**src/rtl/act_feeder.sv**
```systemverilog
// Activation feeder: holds a DEPTH-entry activation buffer, streams it to the
// linear engine on request, captures the engine result and aborts on timeout.
module act_feeder #(
  parameter int DEPTH   = 20,
  parameter int TIMEOUT = 64
) (
  input  logic        clk,
  input  logic        rst,
  input  logic        load_en,
  input  logic [4:0]  load_addr,
  input  logic [31:0] load_data,
  input  logic [4:0]  row_sel,
  input  logic        start,
  output logic        busy,
  output logic        linear_en,
  input  logic        input_req,
  output logic [31:0] input_data,
  output logic [9:0]  input_addr,
  input  logic        output_valid,
  input  logic [31:0] output_data,
  input  logic [9:0]  output_addr,
  output logic        result_valid,
  output logic [31:0] result_data,
  output logic [9:0]  result_addr,
  output logic        done,
  output logic        err
);

  localparam int              CW       = $clog2(TIMEOUT + 1);
  localparam logic [4:0]      LAST_IDX = 5'(DEPTH - 1);
  localparam logic [5:0]      DEPTH_W  = 6'(DEPTH);
  localparam logic [CW-1:0]   TO_LAST  = CW'(TIMEOUT - 1);
  localparam logic [CW-1:0]   CNT_ONE  = CW'(1);

  typedef enum logic [1:0] {IDLE, ARM, FEED, DONE} state_t;

  state_t        state_r, state_s;
  logic [31:0]   act_buf_r [DEPTH];
  logic [4:0]    row_r, row_s;
  logic [4:0]    idx_r, idx_s, nidx_s;
  logic [CW-1:0] cnt_r, cnt_s;
  logic          busy_r, busy_s;
  logic          linear_en_r, linear_en_s;
  logic          result_valid_r, result_valid_s;
  logic          done_r, done_s;
  logic          err_r, err_s;
  logic [31:0]   input_data_r, input_data_s;
  logic [9:0]    input_addr_r, input_addr_s;
  logic [31:0]   result_data_r, result_data_s;
  logic [9:0]    result_addr_r, result_addr_s;
  logic          wr_en_s;

  // Host writes land only while idle, in range, and not racing an accepted start.
  always_comb begin
    wr_en_s = (state_r == IDLE) && load_en && !start && ({1'b0, load_addr} < DEPTH_W);
  end

  // Activation buffer storage.
  always_ff @(posedge clk) begin
    if (rst) begin
      for (int i = 0; i < DEPTH; i++) begin
        act_buf_r[i] <= 32'h0;
      end
    end else if (wr_en_s) begin
      act_buf_r[load_addr] <= load_data;
    end else begin
      act_buf_r <= act_buf_r;
    end
  end

  // Next-state and next-output decode; every output is registered below.
  always_comb begin
    state_s        = state_r;
    row_s          = row_r;
    idx_s          = idx_r;
    cnt_s          = cnt_r;
    busy_s         = busy_r;
    linear_en_s    = 1'b0;
    result_valid_s = 1'b0;
    done_s         = 1'b0;
    err_s          = 1'b0;
    input_data_s   = input_data_r;
    input_addr_s   = input_addr_r;
    result_data_s  = result_data_r;
    result_addr_s  = result_addr_r;
    nidx_s         = (idx_r == LAST_IDX) ? idx_r : idx_r + 5'd1;
    case (state_r)
      IDLE: begin
        if (start) begin
          state_s      = ARM;
          busy_s       = 1'b1;
          linear_en_s  = 1'b1;
          row_s        = row_sel;
          idx_s        = 5'd0;
          cnt_s        = '0;
          input_data_s = act_buf_r[5'd0];
          input_addr_s = {row_sel, 5'd0};
        end else begin
          busy_s = 1'b0;
        end
      end
      ARM: begin
        state_s = FEED;
        cnt_s   = cnt_r + CNT_ONE;
      end
      FEED: begin
        cnt_s = cnt_r + CNT_ONE;
        if (input_req) begin
          idx_s        = nidx_s;
          input_data_s = act_buf_r[nidx_s];
          input_addr_s = {row_r, nidx_s};
        end else begin
          idx_s = idx_r;
        end
        // A result arriving on the timeout cycle still completes the pass.
        if (output_valid) begin
          state_s        = DONE;
          result_valid_s = 1'b1;
          done_s         = 1'b1;
          result_data_s  = output_data;
          result_addr_s  = output_addr;
        end else if (cnt_r == TO_LAST) begin
          state_s = IDLE;
          busy_s  = 1'b0;
          err_s   = 1'b1;
        end else begin
          state_s = FEED;
        end
      end
      DONE: begin
        state_s = IDLE;
        busy_s  = 1'b0;
      end
      default: begin
        state_s = IDLE;
        busy_s  = 1'b0;
      end
    endcase
  end

  // State and output registers.
  always_ff @(posedge clk) begin
    if (rst) begin
      state_r        <= IDLE;
      row_r          <= 5'd0;
      idx_r          <= 5'd0;
      cnt_r          <= '0;
      busy_r         <= 1'b0;
      linear_en_r    <= 1'b0;
      result_valid_r <= 1'b0;
      done_r         <= 1'b0;
      err_r          <= 1'b0;
      input_data_r   <= 32'h0;
      input_addr_r   <= 10'h0;
      result_data_r  <= 32'h0;
      result_addr_r  <= 10'h0;
    end else begin
      state_r        <= state_s;
      row_r          <= row_s;
      idx_r          <= idx_s;
      cnt_r          <= cnt_s;
      busy_r         <= busy_s;
      linear_en_r    <= linear_en_s;
      result_valid_r <= result_valid_s;
      done_r         <= done_s;
      err_r          <= err_s;
      input_data_r   <= input_data_s;
      input_addr_r   <= input_addr_s;
      result_data_r  <= result_data_s;
      result_addr_r  <= result_addr_s;
    end
  end

  assign busy         = busy_r;
  assign linear_en    = linear_en_r;
  assign result_valid = result_valid_r;
  assign done         = done_r;
  assign err          = err_r;
  assign input_data   = input_data_r;
  assign input_addr   = input_addr_r;
  assign result_data  = result_data_r;
  assign result_addr  = result_addr_r;

endmodule

```
**config.mk**
```make
export PLATFORM = sky130hd
export DESIGN_NAME = act_feeder
export DESIGN_NICKNAME = d
export VERILOG_FILES = /design/src/rtl/act_feeder.sv
export SDC_FILE = /design/constraint.sdc
export NUM_CORES = 2
export LEC_CHECK = 0
export CAP_MARGIN = 20
export CELL_PAD_IN_SITES_DETAIL_PLACEMENT = 0
export CELL_PAD_IN_SITES_GLOBAL_PLACEMENT = 1
export CORE_UTILIZATION = 48
export CTS_CLUSTER_SIZE = 14
export DETAILED_ROUTE_END_ITERATION = 10
export PLACE_DENSITY_LB_ADDON = 0.1
export SYNTH_ARGS = -nofsm -noshare
export SYNTH_HDL_FRONTEND = slang
export SYNTH_SLANG_ARGS = --single-unit
export TNS_END_PERCENT = 100
```
**constraint.sdc**
```tcl
create_clock -name clk -period 5.3 [get_ports clk]
set_input_delay 1.06 -clock clk [delete_from_list [all_inputs] [get_ports clk]]
set_output_delay 1.06 -clock clk [all_outputs]
set_load 0.1 [all_outputs]
```
==> results.md <==
* Outcome: finished clean
* Main synth FF type: dfxtp_1
* TNS Setup at 0 ns
* CP required at between 4 and 5 ns
* Fin cells at roughly 4.8k
* Via count at approximately 28k
* Buffers on Ports at roughly 180
* Adder-cell share of the synthesized area at 0.00197
* Slew headroom at 0.204
* Setup violators final at 0
* Post-DP Area at 0.0336 mm2
* Worst hold path type: reg2reg
* Crit. Startpoint: idx_r[1]
* Crit path DAT at 2.60 ns
* Multiplexer share of the synthesized area at 0.0984
* Layout cells sized above 1 at 0.0856
* Resized Gates After CTS at 0
* CTS tree: done
* Leading post-synthesis cells by cell area: dfxtp_1 (47%), nand2_1 (16%), a21oi_1 (10%), mux2i_1 (5.2%), mux4_2 (4.6%)
* Reg2reg setup slack at 1.75 ns
* Post-Synth XOR/XNOR Area at 0.00253
* Post-synthesis simple-gate area fraction at 0.201
* P&R area growth vs syn at 15.1%
* Synthesized instance count at slightly below 4k
* Largest net degree at the start of global routing at 189
* Syn_area_per_cell at between 8 and 9 um2
* Mapped cell area at about 0.032 mm2
* Die height at about 260 um
* Root buffer cell: clkbuf_16
* Worst Tran Pin Value at roughly 1.2 ns
* Min-delay src: act_buf_r[129]
* Filler cells at 5877
* Setup ws final at 1.64 ns
* Final Cycle Share at 0.691
* ANT nets after route at 0
* Synth async-reset ratio at 0
* CTS max path bufs at 3
* Die ar. at approximately 0.067 mm2
* WL per Instance at 21.8 um
* RR Startpoint: idx_r[0]
* Yosys warnings at 0
* DRT Pass-1 Iters at 6
* Final #Nets at about 4k
* Number of global-route vias before repair at 26.6k
* Post-synth top area share at 0.469
* Initial antenna violation count at 3
* Critical path class: reg2out
* Max-slew violations at 0
* H-tree depth at 3
* Initial Utilization at 0.489
* Core area at roughly 0.065 mm2
* Global-route wire length before repair at roughly 160000 um
* Worst-path fanout max at 16
* CP Capture Type: output port
* Clock slew at reported path FFs at ~0.06 ns
* WL final at approximately 110000 um
* Post-CTS Setup Inserts at 0
* Max Clk Rate at roughly 0.27 GHz
* PwrDens at about 360 mW/mm2
* Fin util at 0.563
* Placed cells at 4675
* Total gr overflow at 0
* Synth top cells by count: nand2_1 (1346), dfxtp_1 (742), a21oi_1 (663), clkbuf_1 (281), mux2i_1 (163)
* Row cnt at 93
* Worst vdd rail ir drop at ~0.23 mV
* Startpoint types: flip-flop
* Area leader, netlist: dfxtp_1
* GRT Resource Usage Total at 0.307
* Post-synthesis compound-gate area fraction at 0.171
* CTS Sinks at between 700 and 800
* Cts bufs inserted at around 80
* Drt drc at 0
* I/O pin cnt at 179
* Hpwl dp at between 60000 and 70000 um
* Final instance area at 0.0365 mm2
* Final hold vios at 0
* Number of synthesized flops with an enable pin at 0
* Pre-CTS WS at approximately 1.3 ns
* Mapped Nets at between 4k and 5k
* Max-cap violations at 0
* Unrepaired setup endpoints after global routing: no
* Global placement routability congestion at 0.980
* Die width at approximately 260 um
* Post-synthesis sequential area ratio at 0.469
* Largest family of logic cells by synthesized area: simple AND/OR/NAND/NOR gates
* Min Clock Period, post-route at between 3 and 4 ns
* Most common cell in the netlist: nand2_1
* Yosys reg bits at 742
* Leakage at ~12 nW
* Hold_buf cts at 0
* DRT iter0 DRCs at approximately 2.8k
* Routed vias/inst at 5.85
* Clk_lat worst skew at roughly 0.63 ns
* Clock Skew at roughly 0.022 ns
* Synth cell types at 62
flip-flops by register name (all words and copies together) (netlist names):
signal / flops
act_buf_r: 640
busy: 1
cnt_r: 7
done: 1
err: 1
idx_r: 4
input_addr: 6
input_data: 32
linear_en: 1
result_addr: 10
result_data: 32
row_r: 5
state_r: 2
area by class of cell:
class | instances | area, um2 | area share
multi-input combinational | 2779 | 15200 | 0.416
sequential | 742 | 14900 | 0.407
clock buffer | 121 | 2430 | 0.0668
timing repair buffer | 240 | 2360 | 0.0647
tap | 855 | 1070 | 0.0293
clock inverter | 27 | 343 | 0.00940
inverter | 64 | 240 | 0.00659
antenna | 2 | 5.00 | 0.000137
path summary, 6_finish.rpt:
| check | cells past startpoint | endpoint |
|---|---|---|
| max | 2 | input_addr[1] |
| min reg2reg | 2 | act_buf_r[129] |
| min | 2 | act_buf_r[129] |
| max reg2reg | 7 | input_data[29] |
stage by stage:
stage	hold WS, ns	total power, W
finish	0.451	0.0132
global route	0.468	0.0136
CTS	0.453	0.0133
detailed placement	0.444	0.00744
global placement	0.438	0.00743
floorplan	0.432	0.00693
power breakdown:
| part | internal, W | switching (W) |
|---|---|---|
| sequential | 0.00566 | 0.0000633 |
| combinational | 0.000425 | 0.00120 |
| clock | 0.00357 | 0.00233 |
critical path, cell delays in order (launching register included):
cell             delay, ns
dfxtp_1               0.38
buf_4                 0.33
clkdlybuf4s50_1       1.26
layer usage:
layer	global-route usage	share of wire
met1	0.423	0.44
met2	0.490	0.46
met3	0.0567	0.075
met4	0.0902	0.023
met5	0	0
cells by family (layout without fill, tap and decap cells):
| family | Yosys count | after routing |
|---|---|---|
| and+or+nand+nor | 1593 | 1593 |
| adders and majority gates | 5 | 5 |
| AOI/OAI and AO/OA | 943 | 943 |
| other | 0 | 2 |
| buffers and inverters | 433 | 452 |
| muxes | 231 | 231 |
| xor gates and xnor gates | 7 | 7 |
| DFF | 742 | 742 |
placed cells by master (no fill, tap or decap), types with 28 or more instances in the layout:
cell type	instances
nand2_1	1338
dfxtp_1	741
a21oi_1	663
clkdlybuf4s50_1	177
mux2i_1	162
o22ai_1	99
clkbuf_16	87
nor2_1	67
inv_1	64
mux4_2	64
buf_4	53
nand3_1	40
or2_2	33
o211ai_1	33
a221oi_1	32
a32oi_1	29
or3_1	28
(Power assumes the default switching activity.)
